File: src/rtl/riscv_dram_miss_handler_pkg.sv
// riscv_dram_miss_handler_pkg
// Shared definitions for the data-cache miss handler and the DRAM model it
// talks to: default line/address widths, the byte-offset width that turns a
// byte address into a block address, and the miss-handler state encoding.
package riscv_dram_miss_handler_pkg;

    localparam int DEF_DATA_WIDTH = 128;
    localparam int DEF_S_ADDR     = 10;
    localparam int BYTE_OFF       = 4;

    typedef enum logic [2:0] {
        IDLE      = 3'd0,
        WRITEBACK = 3'd1,
        GAP       = 3'd2,
        REFILL    = 3'd3,
        DONE      = 3'd4
    } miss_state_t;

endpackage

File: src/rtl/riscv_dram_watchdog.sv
// riscv_dram_watchdog
// Counts the cycles a DRAM access has been waiting for mem_ready and flags
// when the access has waited too long.
//
// Ports:
//   clk, rst  - clock and asynchronous active-high reset
//   clear     - restart the count (taken on the edge that enters a new access)
//   enable    - an access is in progress this cycle
//   expired   - this cycle is the last one the access is allowed to wait
module riscv_dram_watchdog #(
    parameter int TIMEOUT = 64
) (
    input  logic clk,
    input  logic rst,
    input  logic clear,
    input  logic enable,
    output logic expired
);

    localparam int CW = (TIMEOUT > 2) ? $clog2(TIMEOUT) : 1;
    localparam logic [CW-1:0] LAST = CW'(TIMEOUT - 2);

    logic [CW-1:0] cnt;

    // cnt holds the number of waiting cycles already completed, so the
    // current cycle is waiting cycle cnt+1. Expiring when cnt == TIMEOUT-2
    // means the count has reached TIMEOUT-1 including this cycle, and the
    // access is abandoned at the end of it even if mem_ready is high now.
    always_ff @(posedge clk or posedge rst) begin
        if (rst) begin
            cnt <= '0;
        end else if (clear) begin
            cnt <= '0;
        end else if (enable && !expired) begin
            cnt <= cnt + CW'(1);
        end
    end

    assign expired = enable && (cnt == LAST);

endmodule

File: src/rtl/riscv_dram_miss_handler.sv
// riscv_dram_miss_handler
// Services data-cache misses over the block-granular DRAM port: optionally
// writes back a dirty victim, waits one idle cycle, then fetches the
// requested line and returns it to the cache with a one-cycle strobe.
//
// Ports:
//   clk, rst              - clock and asynchronous active-high reset
//   miss_req, miss_dirty  - miss request from the cache (sampled in IDLE)
//   victim_addr/data      - dirty line to write back
//   refill_addr           - block to fetch
//   busy                  - a miss is being serviced
//   refill_valid/data/err - refill return; err flags a watchdog timeout
//   wren, rden, addr,
//   data_in               - registered DRAM command outputs
//   data_out, mem_ready   - DRAM read data and access-complete
module riscv_dram_miss_handler
    import riscv_dram_miss_handler_pkg::*;
#(
    parameter int DATA_WIDTH = DEF_DATA_WIDTH,
    parameter int S_ADDR     = DEF_S_ADDR,
    parameter int TIMEOUT    = 64
) (
    input  logic                  clk,
    input  logic                  rst,
    input  logic                  miss_req,
    input  logic                  miss_dirty,
    input  logic [S_ADDR-1:0]     victim_addr,
    input  logic [DATA_WIDTH-1:0] victim_data,
    input  logic [S_ADDR-1:0]     refill_addr,
    output logic                  busy,
    output logic                  refill_valid,
    output logic [DATA_WIDTH-1:0] refill_data,
    output logic                  err,
    output logic                  wren,
    output logic                  rden,
    output logic [S_ADDR-1:0]     addr,
    output logic [DATA_WIDTH-1:0] data_in,
    input  logic [DATA_WIDTH-1:0] data_out,
    input  logic                  mem_ready
);

    miss_state_t state, state_next;

    logic                  accept;
    logic                  expired;
    logic                  wd_clear;
    logic                  wd_enable;

    logic [S_ADDR-1:0]     victim_addr_q;
    logic [DATA_WIDTH-1:0] victim_data_q;
    logic [S_ADDR-1:0]     refill_addr_q;
    logic                  dirty_q;

    logic [S_ADDR-1:0]     victim_addr_src;
    logic [DATA_WIDTH-1:0] victim_data_src;
    logic [S_ADDR-1:0]     refill_addr_src;

    logic                  wren_next;
    logic                  rden_next;
    logic [S_ADDR-1:0]     addr_next;
    logic [DATA_WIDTH-1:0] data_in_next;

    assign accept    = (state == IDLE) && miss_req;
    assign wd_enable = (state == WRITEBACK) || (state == REFILL);
    // Any state change restarts the count, which covers entry into both
    // waiting states; outside them the count is simply not advanced.
    assign wd_clear  = (state_next != state);
    assign busy      = (state != IDLE);

    riscv_dram_watchdog #(
        .TIMEOUT (TIMEOUT)
    ) u_watchdog (
        .clk     (clk),
        .rst     (rst),
        .clear   (wd_clear),
        .enable  (wd_enable),
        .expired (expired)
    );

    // State register.
    always_ff @(posedge clk or posedge rst) begin
        if (rst) begin
            state <= IDLE;
        end else begin
            state <= state_next;
        end
    end

    // Next-state logic. The watchdog is checked before mem_ready so that a
    // ready arriving on the expiring cycle is still treated as a timeout.
    always_comb begin
        state_next = state;
        unique case (state)
            IDLE: begin
                if (miss_req) begin
                    state_next = miss_dirty ? WRITEBACK : REFILL;
                end
            end
            WRITEBACK: begin
                if (expired) begin
                    state_next = DONE;
                end else if (mem_ready) begin
                    // A clean miss never enters WRITEBACK; skipping the gap
                    // would only matter if it somehow did.
                    state_next = dirty_q ? GAP : REFILL;
                end
            end
            GAP: begin
                state_next = REFILL;
            end
            REFILL: begin
                if (expired || mem_ready) begin
                    state_next = DONE;
                end
            end
            DONE: begin
                state_next = IDLE;
            end
            default: begin
                state_next = IDLE;
            end
        endcase
    end

    // Request latches, captured only on the acceptance edge so later
    // activity on the cache-side inputs cannot disturb a running miss.
    always_ff @(posedge clk or posedge rst) begin
        if (rst) begin
            victim_addr_q <= '0;
            victim_data_q <= '0;
            refill_addr_q <= '0;
            dirty_q       <= 1'b0;
        end else if (accept) begin
            victim_addr_q <= victim_addr;
            victim_data_q <= victim_data;
            refill_addr_q <= refill_addr;
            dirty_q       <= miss_dirty;
        end
    end

    // DRAM outputs are registered, so they are computed from the state we
    // are about to enter. On the acceptance edge the latches are not loaded
    // yet, hence the bypass from the live inputs.
    always_comb begin
        victim_addr_src = accept ? victim_addr : victim_addr_q;
        victim_data_src = accept ? victim_data : victim_data_q;
        refill_addr_src = accept ? refill_addr : refill_addr_q;

        wren_next    = (state_next == WRITEBACK);
        rden_next    = (state_next == REFILL);
        addr_next    = '0;
        data_in_next = '0;
        if (wren_next) begin
            addr_next    = victim_addr_src;
            data_in_next = victim_data_src;
        end else if (rden_next) begin
            addr_next    = refill_addr_src;
        end
    end

    // DRAM command registers; reset clears them asynchronously so a reset
    // in the middle of an access drops the enables at once.
    always_ff @(posedge clk or posedge rst) begin
        if (rst) begin
            wren    <= 1'b0;
            rden    <= 1'b0;
            addr    <= '0;
            data_in <= '0;
        end else begin
            wren    <= wren_next;
            rden    <= rden_next;
            addr    <= addr_next;
            data_in <= data_in_next;
        end
    end

    // Refill return. The strobes are high only in DONE; refill_data holds
    // the last returned line (zero after a timeout) until the next refill.
    always_ff @(posedge clk or posedge rst) begin
        if (rst) begin
            refill_valid <= 1'b0;
            err          <= 1'b0;
            refill_data  <= '0;
        end else begin
            refill_valid <= (state_next == DONE);
            err          <= expired;
            if (expired) begin
                refill_data <= '0;
            end else if ((state == REFILL) && mem_ready) begin
                refill_data <= data_out;
            end
        end
    end

endmodule

File: config.mk
export PLATFORM = sky130hd
export DESIGN_NAME = riscv_dram_miss_handler
export DESIGN_NICKNAME = d
export VERILOG_FILES = /design/src/rtl/riscv_dram_miss_handler_pkg.sv /design/src/rtl/riscv_dram_watchdog.sv /design/src/rtl/riscv_dram_miss_handler.sv
export SDC_FILE = /design/constraint.sdc
export NUM_CORES = 1
export LEC_CHECK = 0
export CAP_MARGIN = 20
export CORE_AREA = 2 2 216 218
export DETAILED_ROUTE_END_ITERATION = 7
export DIE_AREA = 0 0 218 220
export MAX_ROUTING_LAYER = met4
export PLACE_DENSITY_LB_ADDON = 0.08
export SKIP_CTS_REPAIR_TIMING = 1
export SLEW_MARGIN = 20
export SYNTH_ARGS = -nofsm -noshare
export SYNTH_HDL_FRONTEND = slang
export SYNTH_SLANG_ARGS = --single-unit
File: constraint.sdc
create_clock -name clk -period 26.5 [get_ports clk]
set_input_delay 3.975 -clock clk [delete_from_list [all_inputs] [get_ports clk]]
set_output_delay 3.975 -clock clk [all_outputs]
set_load 0.02 [all_outputs]
== Word-level counts from Yosys, hierarchy flattened ==
Index checks and enable logic that the tools add are counted.

* $add $sub $neg: 1
* Equality and inequality tests: 8
* Multiplexer cells: 17
* Reductions and logical operators: 11

{| class="wikitable"
|+ Operator list
! operator !! number
|-
| 128-bit two-way mux || 4
|-
| 10-bit two-way mux || 4
|-
| 3-bit two-way mux || 4
|-
| 6-bit two-way mux || 2
|-
| 3-bit one-hot mux with 4 select lines || 1
|-
| 3-bit by 2-bit == test with 1-bit output (second input constant) || 3
|-
| 6-bit by 1-bit adder with 6-bit output (second input constant) || 1
|-
| 3-bit by 1-bit == test with 1-bit output (second input constant) || 2
|-
| 6-bit == test (second input constant) || 1
|-
| 1-bit logical AND || 4
|-
| 2-bit nonzero test || 2
|-
| 3-bit == test (second input constant) || 1
|-
| 3-bit logical NOT || 1
|-
| 3-bit inequality test || 1
|-
| 3-bit nonzero test || 1
|-
| 1-bit logical OR || 2
|-
| 2-bit two-way mux || 1
|-
| 1-bit logical NOT || 1
|-
| 1-bit two-way mux || 1
|}

* Input port bits: 281
* Output and inout port bits: 271
* Flip-flop bits (word level): 428

== Depth between registers and ports, before layout ==
Gate-level depths: netlist of run 1.

* Depth in word-level cells: 9
* Depth in mapped cells: 9
* Gate-level depth less buffers: 6

== By module ==
A second synthesis of run 1 with hierarchy kept.

* Cells, all modules: 1272
* Area total of the unflattened synthesis: 15376.0 um^2

{| class="wikitable"
|+ By module, submodules not included
! module !! instances !! seq. area each (um^2) !! area an instance (um^2) !! cells an instance
|-
| riscv_dram_miss_handler || 1 || 10560.1 || 14986.9 || 1231
|-
| riscv_dram_watchdog || 1 || 150.1 || 389.1 || 41
|}

== Worst setup path before layout of run 1 ==
OpenSTA, ideal clock, no wires.

* Kind: input-to-reg
* From: input miss_req
* To: register addr[8]
* Path slack: 21.242 ns
* Data arrival time: 5.135 ns
* Stages on the path: 5
* Required time: 26.377 ns
* Cell sequence: nor4b_4 -> buf_4 -> mux2_1 -> a21o_1 -> o221a_2

{| class="wikitable"
|+ RTL lines
! item !! RTL line !! RTL
|-
| start, declared || riscv_dram_miss_handler.sv:25 || <nowiki>input logic miss_req,</nowiki>
|-
| 1-bit logical AND || riscv_dram_miss_handler.sv:63 || <nowiki>assign accept = (state == IDLE) && miss_req;</nowiki>
|-
| 10-bit two-way mux || n/a ||
|-
| named net refill_addr_src[8] || riscv_dram_miss_handler.sv:56 || <nowiki>logic [S_ADDR-1:0] refill_addr_src;</nowiki>
|-
| 10-bit two-way mux || riscv_dram_miss_handler.sv:156 || <nowiki>end else if (rden_next) begin</nowiki>
|-
| 10-bit two-way mux || riscv_dram_miss_handler.sv:153 || <nowiki>if (wren_next) begin</nowiki>
|-
| named net addr_next[8] || riscv_dram_miss_handler.sv:60 || <nowiki>logic [S_ADDR-1:0] addr_next;</nowiki>
|-
| end signal, assigned || riscv_dram_miss_handler.sv:172 || <nowiki>addr <= addr_next;</nowiki>
|-
| end, declared || riscv_dram_miss_handler.sv:36 || <nowiki>output logic [S_ADDR-1:0] addr,</nowiki>
|}

The timed path passes the listed nets, and every way through them passes these cells.
A chain may end at the register's enable or synchronous reset.

== Worst setup path in the final report of run 1 ==
* From: input miss_req
* To: register data_in[69]

{| class="wikitable"
|+ RTL lines
! item !! RTL line !! RTL
|-
| 1-bit logical AND || riscv_dram_miss_handler.sv:63 ||
|-
| 128-bit two-way mux || n/a ||
|-
| named net victim_data_src[69] || riscv_dram_miss_handler.sv:55 || <nowiki>logic [DATA_WIDTH-1:0] victim_data_src;</nowiki>
|-
| 128-bit two-way mux || riscv_dram_miss_handler.sv:153 ||
|-
| named net data_in_next[69] || riscv_dram_miss_handler.sv:61 || <nowiki>logic [DATA_WIDTH-1:0] data_in_next;</nowiki>
|-
| end signal, assigned || riscv_dram_miss_handler.sv:173 || <nowiki>data_in <= data_in_next;</nowiki>
|-
| end, declared || riscv_dram_miss_handler.sv:37 || <nowiki>output logic [DATA_WIDTH-1:0] data_in,</nowiki>
|}

The timed path passes the listed nets, and every way through them passes these cells.

==> results of run 1 <==
-- routing by layer --
layer | vias up | global-route usage [%]
li1 | 5575 | -
met1 | 5908 | 25.35
met2 | 396 | 34.72
met3 | 59 | 9.082
met4 | 0 | 6.145
met5 | - | -
-- area by class of cell --
| type | count | area, µm² | share of cell area [%] |
|---|---|---|---|
| Antenna cell | 17 | 42.54 | 0.1778 |
| Tap cell | 607 | 759.5 | 3.174 |
| Inverter | 3 | 18.77 | 0.07844 |
| Sequential cell | 428 | 10710 | 44.77 |
| Multi-Input combinational cell | 865 | 5211 | 21.78 |
| Timing Repair Buffer | 568 | 5675 | 23.72 |
| Clock inverter | 9 | 70.07 | 0.2929 |
| Clock buffer | 76 | 1438 | 6.009 |
-- power groups by stage --
| stage | clock network [µW] | registers (µW) | logic, µW |
|---|---|---|---|
| 2_1_floorplan | 0 | 1200 | 587 |
| 3_3_place_gp | 0 | 1030 | 1230 |
| 3_5_place_dp | 0 | 1030 | 1250 |
| 4_1_cts | 661 | 1030 | 1250 |
| 5_1_grt | 689 | 1050 | 1330 |
| 6_report | 639 | 1020 | 1230 |
-- flip-flops by register name, summed over array words and instances, names as in the netlist --
name / cells
data_in: 128
refill_valid: 1
refill_addr_q: 10
u_watchdog.cnt: 6
state: 3
addr: 10
rden: 1
wren: 1
err: 1
dirty_q: 1
victim_addr_q: 10
refill_data: 128
victim_data_q: 128
-- placed cells by master, fill, tap and decap left out, drive strengths merged, types with 3 or more instances in the layout --
master / Yosys / final
xnor2: 3 / 3
o221a: 10 / 10
nor2: 137 / 137
mux2: 149 / 149
clkdlybuf4s50: 0 / 551
a211oi: 4 / 4
nand2: 388 / 388
nand3: 4 / 4
a21o: 10 / 10
nand2b: 4 / 4
diode: 0 / 17
dfrtp: 428 / 428
nor3: 4 / 4
clkbuf: 41 / 76
buf: 55 / 17
a21oi: 133 / 133
clkinv: 0 / 8
inv: 3 / 3
-- synth_stat cells (2+ instances only) --
library cell / number / share of area, %
buf_2: 39 / 1.2
buf_4: 2 / 0.091
a211oi_1: 4 / 0.18
ha_1: 2 / 0.15
o21a_1: 2 / 0.091
buf_6: 2 / 0.14
nand3_1: 4 / 0.12
inv_1: 3 / 0.068
clkbuf_1: 41 / 0.93
buf_12: 10 / 1.2
and3_1: 2 / 0.076
mux2_2: 39 / 2.7
nand2b_1: 4 / 0.15
o221a_1: 9 / 0.61
dfrtp_1: 428 / 65
nor3_1: 4 / 0.12
xnor2_1: 3 / 0.16
o21ai_1: 2 / 0.061
mux2_4: 100 / 9.1
a21oi_1: 133 / 4.0
a21boi_0: 2 / 0.091
mux2_1: 10 / 0.68
a21o_1: 10 / 0.46
nand2_1: 388 / 8.8
nor2_1: 137 / 3.1
-- logic make-up (layout without fill, tap and decap cells) --
group	after synthesis	count (layout)	share of synthesized area, %
buffers and inverters	99	656	3.739
AND/OR/NAND/NOR	546	546	12.83
adder cells (fa/ha/maj)	2	2	0.1517
XOR/XNOR	3	3	0.1593
flip-flops	428	428	64.92
AO/OA/AOI/OAI	164	164	5.696
other	0	17	0
multiplexers	150	150	12.51
-- worst max-delay path by stage --
stage	startpoint	to	slack, ps	cells after the start
after global placement	miss_req	data_in[64]	18640	8
final	miss_req	data_in[69]	19180	8
after floorplan	rst	addr[0]	10610	1
after global routing	miss_req	data_in[71]	18960	8
after CTS	miss_req	data_in[65]	19190	8
after detailed placement	miss_req	data_in[68]	18580	8
-- per-stage QoR --
step | worst slack, ps | instance area, µm² | util (%)
floorplan | 10610 | 16500 | -
global placement | 18640 | 22350 | 48.73
detailed placement | 18580 | 22350 | 48.73
CTS | 19190 | 23860 | 52.01
global route | 18960 | 23930 | 52.17
finish | 19180 | 23930 | 52.17
-- worst register-to-register path, delay by kind of cell, from the launching register on --
kind                   cells  cell delay (ps)
buffers and inverters      3             2490
DFF                        1              520
muxes                      1              420
and+or+nand+nor            3              410
==> results.json, run 1 <==
{
  "wirelength_um": 51810,
  "tightest_slew_ps": 1123,
  "slew_violations": 0,
  "p_clk_share_pct": 22.1,
  "period_share_pct": 27.64,
  "dp_hpwl_um": 34660,
  "die_h_um": 220,
  "min_to": "victim_data_q[121]",
  "synth.avg_cell_area_um2": 11.85,
  "gp_congestion": 0.8060,
  "hold_viol_final": 0,
  "crit_family": "buffers and inverters",
  "synth_cells": 1392,
  "dieArea_um2": 47960,
  "crit_type": "input pin to flop",
  "finalSetupViolCount": 0,
  "cp-start-kind": "input pin",
  "grt_max_degree": 163,
  "dr_wl_met3_um": 5158,
  "ir_drop_v": 0.00006357,
  "crit_slowest_cell": "buf_4",
  "cts_tree": "yes",
  "status": "completed",
  "antenna_found_initial": 17,
  "synth_cell_types": 37,
  "drv_cap": 0,
  "fin_setup_tns_ps": 0,
  "r2r_end": "data_in[69]",
  "synthesis.area_um2": 16500,
  "power_frac_comb_pct": 42.5,
  "nNetsFinal": 2196,
  "routedWlPerCell_um": 20.14,
  "stdcell_count": 2573,
  "r2r_slack_ps": 22510,
  "io_pins": 552,
  "ys_ff_latch": 428,
  "drc": 0,
  "synth_ff_type": "dfrtp_1",
  "power.density_nw_per_um2": 121.0,
  "min_path_cells": 1,
  "slew_headroom_pct": 25.16,
  "htree_levels": 2,
  "fp.coreArea_um2": 45860,
  "critical_path_buf_inv_count": 4,
  "final.setup_skew_ps": 8.886,
  "clock_path_buffers": 3,
  "clock_latency_ps": 560,
  "reg2reg_from": "state[1]",
  "rsz0062_at_grt": "false",
  "top_layer": "met4",
  "drtAntennaViolNets": 0,
  "power.net_switching_uw": 1004,
  "grt_usage_pct": 21.81,
  "synthArstFlopShare_pct": 100.0,
  "p_int_uw": 1891,
  "met1_length_um": 20340,
  "final_layout_size_suffix_gt1_share_pct": 12.06,
  "syn2layout_area_growth_pct": 45.03,
  "end_kind": "flop",
  "grt_pass1_vias": 12090,
  "drt_iter0_markers": 716,
  "crit_path_max_incr_delay_ps": 960,
  "overflow": 0,
  "leakage_uw": 0.01076,
  "root_buffer": "clkbuf_16",
  "crit_top_cell": "buf_4",
  "io_buffers": 551,
  "sw_frac_of_total_pct": 34.68,
  "die_x_um": 218,
  "holdWs_ps": 483.2,
  "fillers": 4155,
  "crit_chain": "clkdlybuf4s50_1 -> nor4b_4 -> buf_4 -> buf_4 -> buf_4 -> mux2_4 -> nand2_1 -> nor2_1",
  "firstDrtPassIters": 4,
  "grt_pass1_wl_um": 76870,
  "reg2reg_depth": 7,
  "dp_cells": 2470,
  "ys_warn_count": 0,
  "hp-start": "victim_data_q[121]",
  "power_uw": 2895,
  "via_per_inst": 4.640,
  "syn_nets": 1675,
  "vias": 11940,
  "path_max_fanout": 63,
  "rows": 79,
  "ys_seq_area_share_pct": 64.92,
  "crit_arrival_ps": 7730,
  "seqPwrFrac_pct": 35.4,
  "timing.fmax_mhz": 136.5,
  "finalCriticalPeriod_ps": 7324,
  "cts_buffers": 47,
  "clock-sinks": 428,
  "start_util_pct": 35.97,
  "cp.required_ps": 26910,
  "synth-edff-count": 0,
  "worst_hold_path_type": "flop to flop",
  "routed-wl-met2_um": 25220,
  "clk_pin_slew_ps": 60
}
No activity file was read; power rests on OpenSTA's default activity.
==> run 2, diff against run 1 <==
--- a/config.mk
+++ b/config.mk
@@ -6,9 +6,9 @@
 export NUM_CORES = 1
 export LEC_CHECK = 0
 export CAP_MARGIN = 20
-export CORE_AREA = 2 2 216 218
+export CORE_AREA = 2 2 217 219
 export DETAILED_ROUTE_END_ITERATION = 7
-export DIE_AREA = 0 0 218 220
+export DIE_AREA = 0 0 219 221
 export MAX_ROUTING_LAYER = met4
 export PLACE_DENSITY_LB_ADDON = 0.08
 export SKIP_CTS_REPAIR_TIMING = 1
==> constraint.sdc (replaced) <==
create_clock -name clk -period 7.1 [get_ports clk]
set_input_delay 1.065 -clock clk [delete_from_list [all_inputs] [get_ports clk]]
set_output_delay 1.065 -clock clk [all_outputs]
set_load 0.02 [all_outputs]
==> run 2 against run 1 <==
  * Worst setup slack worse by 15000 ps
  * Non-clock buffer count down 1
  * Die area rose by 0.92%
  * Sequential share of layout area down 0.27 points
  * Clock-buffer cell count unchanged
  * Cell count is essentially flat
  * Highest routed layer unchanged
==> results.json, run 2 (synthesis results as in run 1) <==
{
  "final_common_cell": "clkdlybuf4s50_1",
  "crit_slowest_cell": "o21ai_4",
  "die_h_um": 221,
  "gp_congestion": 0.8158,
  "dieArea_um2": 48400,
  "die_x_um": 219,
  "grt_usage_pct": 21.33,
  "crit_chain": "clkdlybuf4s50_1 -> o21a_1 -> a211oi_1 -> buf_4 -> o21ai_4 -> buf_4 -> nor2_1",
  "syn2layout_area_growth_pct": 45.92,
  "drv_cap": 0,
  "timing.fmax_mhz": 303.5,
  "clock-sinks": 428,
  "stdcell_count": 2574,
  "top_regs": "data_in (128), refill_data (128), victim_data_q (128)",
  "clock_latency_ps": 580,
  "dp_cells": 2470,
  "clk_pin_slew_ps": 60,
  "clock_path_buffers": 3,
  "ir_drop_v": 0.0002361,
  "slew_violations": 0,
  "finalSetupViolCount": 0,
  "final_layout_size_suffix_gt1_share_pct": 12.51,
  "drc": 0,
  "holdWs_ps": 483.8,
  "fin_setup_tns_ps": 0,
  "cts_buffers": 48,
  "crit_type": "input pin to flop",
  "status": "completed",
  "antenna_found_initial": 17,
  "io_buffers": 551,
  "grt_pass1_vias": 12050,
  "grt_max_degree": 155,
  "place_ws_ps": 3158,
  "vias": 11820,
  "fp.coreArea_um2": 46060,
  "routedWlPerCell_um": 19.73,
  "crit_path_max_incr_delay_ps": 740,
  "post-route-util_pct": 52.26,
  "cts_tree": "yes",
  "finalCriticalPeriod_ps": 3294,
  "drtAntennaViolNets": 0,
  "leakage_uw": 0.01082,
  "setup_ws_ps": 3806,
  "wirelength_um": 50780,
  "tightest_slew_ps": 1190,
  "crit_top_cell": "buf_4",
  "drt_iter0_markers": 717,
  "cp.required_ps": 7540,
  "root_buffer": "clkbuf_16",
  "power.density_nw_per_um2": 454.4,
  "overflow": 0,
  "slew_headroom_pct": 20.68,
  "mostFrequentLayoutCells": "clkdlybuf4s50_1, dfrtp_1, nand2_1, nor2_1, a21oi_1",
  "nNetsFinal": 2196,
  "firstDrtPassIters": 5,
  "rsz0062_at_grt": "false",
  "worst_hold_path_type": "flop to flop",
  "hold_viol_final": 0,
  "dp_hpwl_um": 34540,
  "via_per_inst": 4.591,
  "htree_levels": 2,
  "rows": 79,
  "path_max_fanout": 56,
  "end_kind": "flop",
  "cp-start-kind": "input pin",
  "crit_arrival_ps": 3730,
  "period_share_pct": 46.40,
  "final.setup_skew_ps": 14.22,
  "io_pins": 552,
  "grt_pass1_wl_um": 75880,
  "start_util_pct": 35.82
}
[run 2: cell type report]
type	instances	area, µm²
antenna	17	42.54
fill	4148	21990
clock inverter	11	120.1
tap	607	759.5
clock buffer	76	1529
sequential	428	10710
timing repair buffer	567	5685
multi-input combinational	865	5211
inverter	3	15.01
[run 2: layer usage]
layer	global-route usage [%]	vias up	wire, µm
met2	34.21	397	24680
li1	-	5576	-
met1	24.11	5781	19420
met5	-	-	0
met3	9.608	63	5549
met4	5.732	0	1129
[run 2: critical path: cells and delay by family]
family	cells	cell delay [ps]
AO/OA/AOI/OAI	3	980
AND/OR/NAND/NOR	1	110
buffers and inverters	3	1480
[run 2: final timing paths]
kind                                    start            endpoint  slack, ps  cells after the start
hold reg to reg            victim_data_q[125]  victim_data_q[125]        480                      1
hold / removal             victim_data_q[125]  victim_data_q[125]        480                      1
min in group asynchronous                 rst     refill_data[93]       1080                      3
setup reg to reg            u_watchdog.cnt[0]         data_in[25]       4160                      8
setup / recovery                    mem_ready         data_in[25]       3810                      7
max in group asynchronous                 rst         data_in[92]       4570                      4
[run 2: where the power goes]
group / switching (µW) / internal, µW
clock: 1000 / 1540
sequential: 377 / 3450
combinational: 2370 / 2200
[run 2: through the flow]
step	power, µW	instance area, µm²
2_1_floorplan	6659	16500
3_3_place_gp	8411	22360
3_5_place_dp	8489	22380
4_1_cts	11100	24030
5_1_grt	11630	24070
6_report	10940	24070
==> run 3, diff against run 2 <==
--- a/config.mk
+++ b/config.mk
@@ -6,9 +6,9 @@
 export NUM_CORES = 1
 export LEC_CHECK = 0
 export CAP_MARGIN = 20
-export CORE_AREA = 2 2 217 219
+export CORE_AREA = 2 2 216 218
 export DETAILED_ROUTE_END_ITERATION = 7
-export DIE_AREA = 0 0 219 221
+export DIE_AREA = 0 0 218 220
 export MAX_ROUTING_LAYER = met4
 export PLACE_DENSITY_LB_ADDON = 0.08
 export SKIP_CTS_REPAIR_TIMING = 1
==> constraint.sdc (replaced) <==
create_clock -name clk -period 2.9 [get_ports clk]
set_input_delay 0.435 -clock clk [delete_from_list [all_inputs] [get_ports clk]]
set_output_delay 0.435 -clock clk [all_outputs]
set_load 0.02 [all_outputs]
==> run 3 against run 2 <==
  * Clock power grew to 2.5 times the previous value
  * Worst setup slack got worse by 3400 ps
  * Critical path depth fell by 5
  * Sequential share of layout area decreased by 0.50 points
  * Clock skew increased by 1.3 ps
  * Combinational power rose by 150%
  * Global-route usage increased by 0.10 points
  * First-iteration DRC count up 0.28%
  * Wire length up 0.43%
  * Cell count grew 0.43%
  * Critical endpoint is now busy
  * Largest cell class unchanged
  * Largest power group unchanged
==> results.json, run 3 (synthesis results as in run 1) <==
{
  "status": "completed",
  "clk_pin_slew_ps": 60,
  "rsz0062_at_grt": "false",
  "fillers": 4016,
  "worst_hold_path_type": "input pin to async pin",
  "clock_latency_ps": 570,
  "gp_congestion": 0.8073,
  "start_util_pct": 35.97,
  "fp.coreArea_um2": 45860,
  "final_common_cell": "clkdlybuf4s50_1",
  "drt_iter0_markers": 719,
  "end_kind": "output pin",
  "cts_tree": "yes",
  "p_int_uw": 17900,
  "nNetsFinal": 2215,
  "crit_arrival_ps": 2100,
  "finalCriticalPeriod_ps": 2537,
  "drc": 0,
  "r2r_slack_ps": 680,
  "drtAntennaViolNets": 0,
  "syn2layout_area_growth_pct": 47.58,
  "routed-wl-met2_um": 24280,
  "final_area_um2": 24350,
  "htree_levels": 2,
  "crit_chain": "or3_1 -> clkdlybuf4s50_1",
  "finalSetupViolCount": 0,
  "grt_pass1_wl_um": 75420,
  "path_max_fanout": 10,
  "dp_cells": 2489,
  "io_pins": 552,
  "sw_frac_of_total_pct": 34.11,
  "antenna_found_initial": 8,
  "top_layer": "met4",
  "clock_path_buffers": 3,
  "overflow": 0,
  "grt_pass1_vias": 12250,
  "timing.fmax_mhz": 394.2,
  "die_x_um": 218,
  "startpoint": "state[1]",
  "mostFrequentLayoutCells": "clkdlybuf4s50_1, dfrtp_1, nand2_1, nor2_1, a21oi_1",
  "ir_drop_v": 0.0007243,
  "reg2reg_depth": 5,
  "rows": 79,
  "stdcell_count": 2585,
  "tightest_slew_ps": 680.8,
  "via_per_inst": 4.596,
  "clock-sinks": 428,
  "io_buffers": 551,
  "crit_slowest_cell": "clkdlybuf4s50_1",
  "seqPwrFrac_pct": 34.6,
  "final.setup_skew_ps": 15.55,
  "grt_max_degree": 131,
  "vias": 11880,
  "placed_cell_area_um2": 22650,
  "root_buffer": "clkbuf_16",
  "period_share_pct": 87.47,
  "die_h_um": 220,
  "crit_type": "flop to output pin",
  "regArea_um2": 10710,
  "leakage_uw": 0.01096,
  "dieArea_um2": 47960,
  "power.net_switching_uw": 9269,
  "slew_violations": 0,
  "routedWlPerCell_um": 19.73,
  "cts_buffers": 48,
  "multiInputGateArea_um2": 5211,
  "slew_headroom_pct": 54.61,
  "cp.required_ps": 2470,
  "dp_hpwl_um": 35180,
  "p_clk_share_pct": 23.6,
  "final_layout_size_suffix_gt1_share_pct": 13.20,
  "crit_path_max_incr_delay_ps": 590,
  "grt_usage_pct": 21.44,
  "post-route-util_pct": 53.09,
  "hold_viol_final": 0,
  "dr_wl_met3_um": 4832,
  "r2r_end": "refill_data[57]",
  "power_frac_comb_pct": 41.8,
  "cp-start-kind": "flop",
  "holdWs_ps": 314.6,
  "reg2reg_from": "state[0]",
  "met1_length_um": 20200,
  "drv_cap": 0,
  "power.density_nw_per_um2": 1116,
  "wirelength_um": 51000,
  "firstDrtPassIters": 4,
  "top_regs": "data_in (128), refill_data (128), victim_data_q (128)"
}
-- run 3: power by group through the flow --
stage / Combinational (µW) / Clock (µW) / Sequential [µW]
5_1_grt: 12300 / 6840 / 9650
3_5_place_dp: 11500 / 0 / 9470
4_1_cts: 11500 / 6590 / 9420
6_report: 11400 / 6420 / 9390
3_3_place_gp: 11300 / 0 / 9450
2_1_floorplan: 5370 / 0 / 10900
-- run 3: per-stage QoR --
stage               power, µW  worst slack [ps]  setup TNS (ps)
finish                  27170             363.4               0
global route            28830             302.1               0
CTS                     27530             314.9               0
detailed placement      20960             389.9               0
global placement        20790             377.2               0
floorplan               16300             -3312        -1417710
-- run 3: how the worst max path moves through the flow --
stage	cells past startpoint	end
2_1_floorplan	1	addr[0]
3_3_place_gp	7	data_in[25]
3_5_place_dp	7	data_in[21]
4_1_cts	2	busy
5_1_grt	2	busy
6_report	2	busy
-- run 3: final cells by class --
class                      instances  share of cell area (%)
clock inverter                    15                  0.9918
antenna                            8                 0.08222
tap                              607                   3.119
clock buffer                      73                   5.900
inverter                           3                 0.06167
multi-input combinational        865                   21.40
timing repair buffer             586                   24.45
sequential                       428                   43.99
-- run 3: routing by layer --
metal	vias up	track usage [%]
li1	5606	-
met1	5797	25.09
met2	393	33.71
met3	85	7.881
met4	0	8.186
met5	-	-
-- run 3: worst max-delay path: cells and delay by family (launching register included) --
family | cells | cell delay [ps]
buf+inv | 1 | 590
flops | 1 | 520
simple gates | 1 | 410
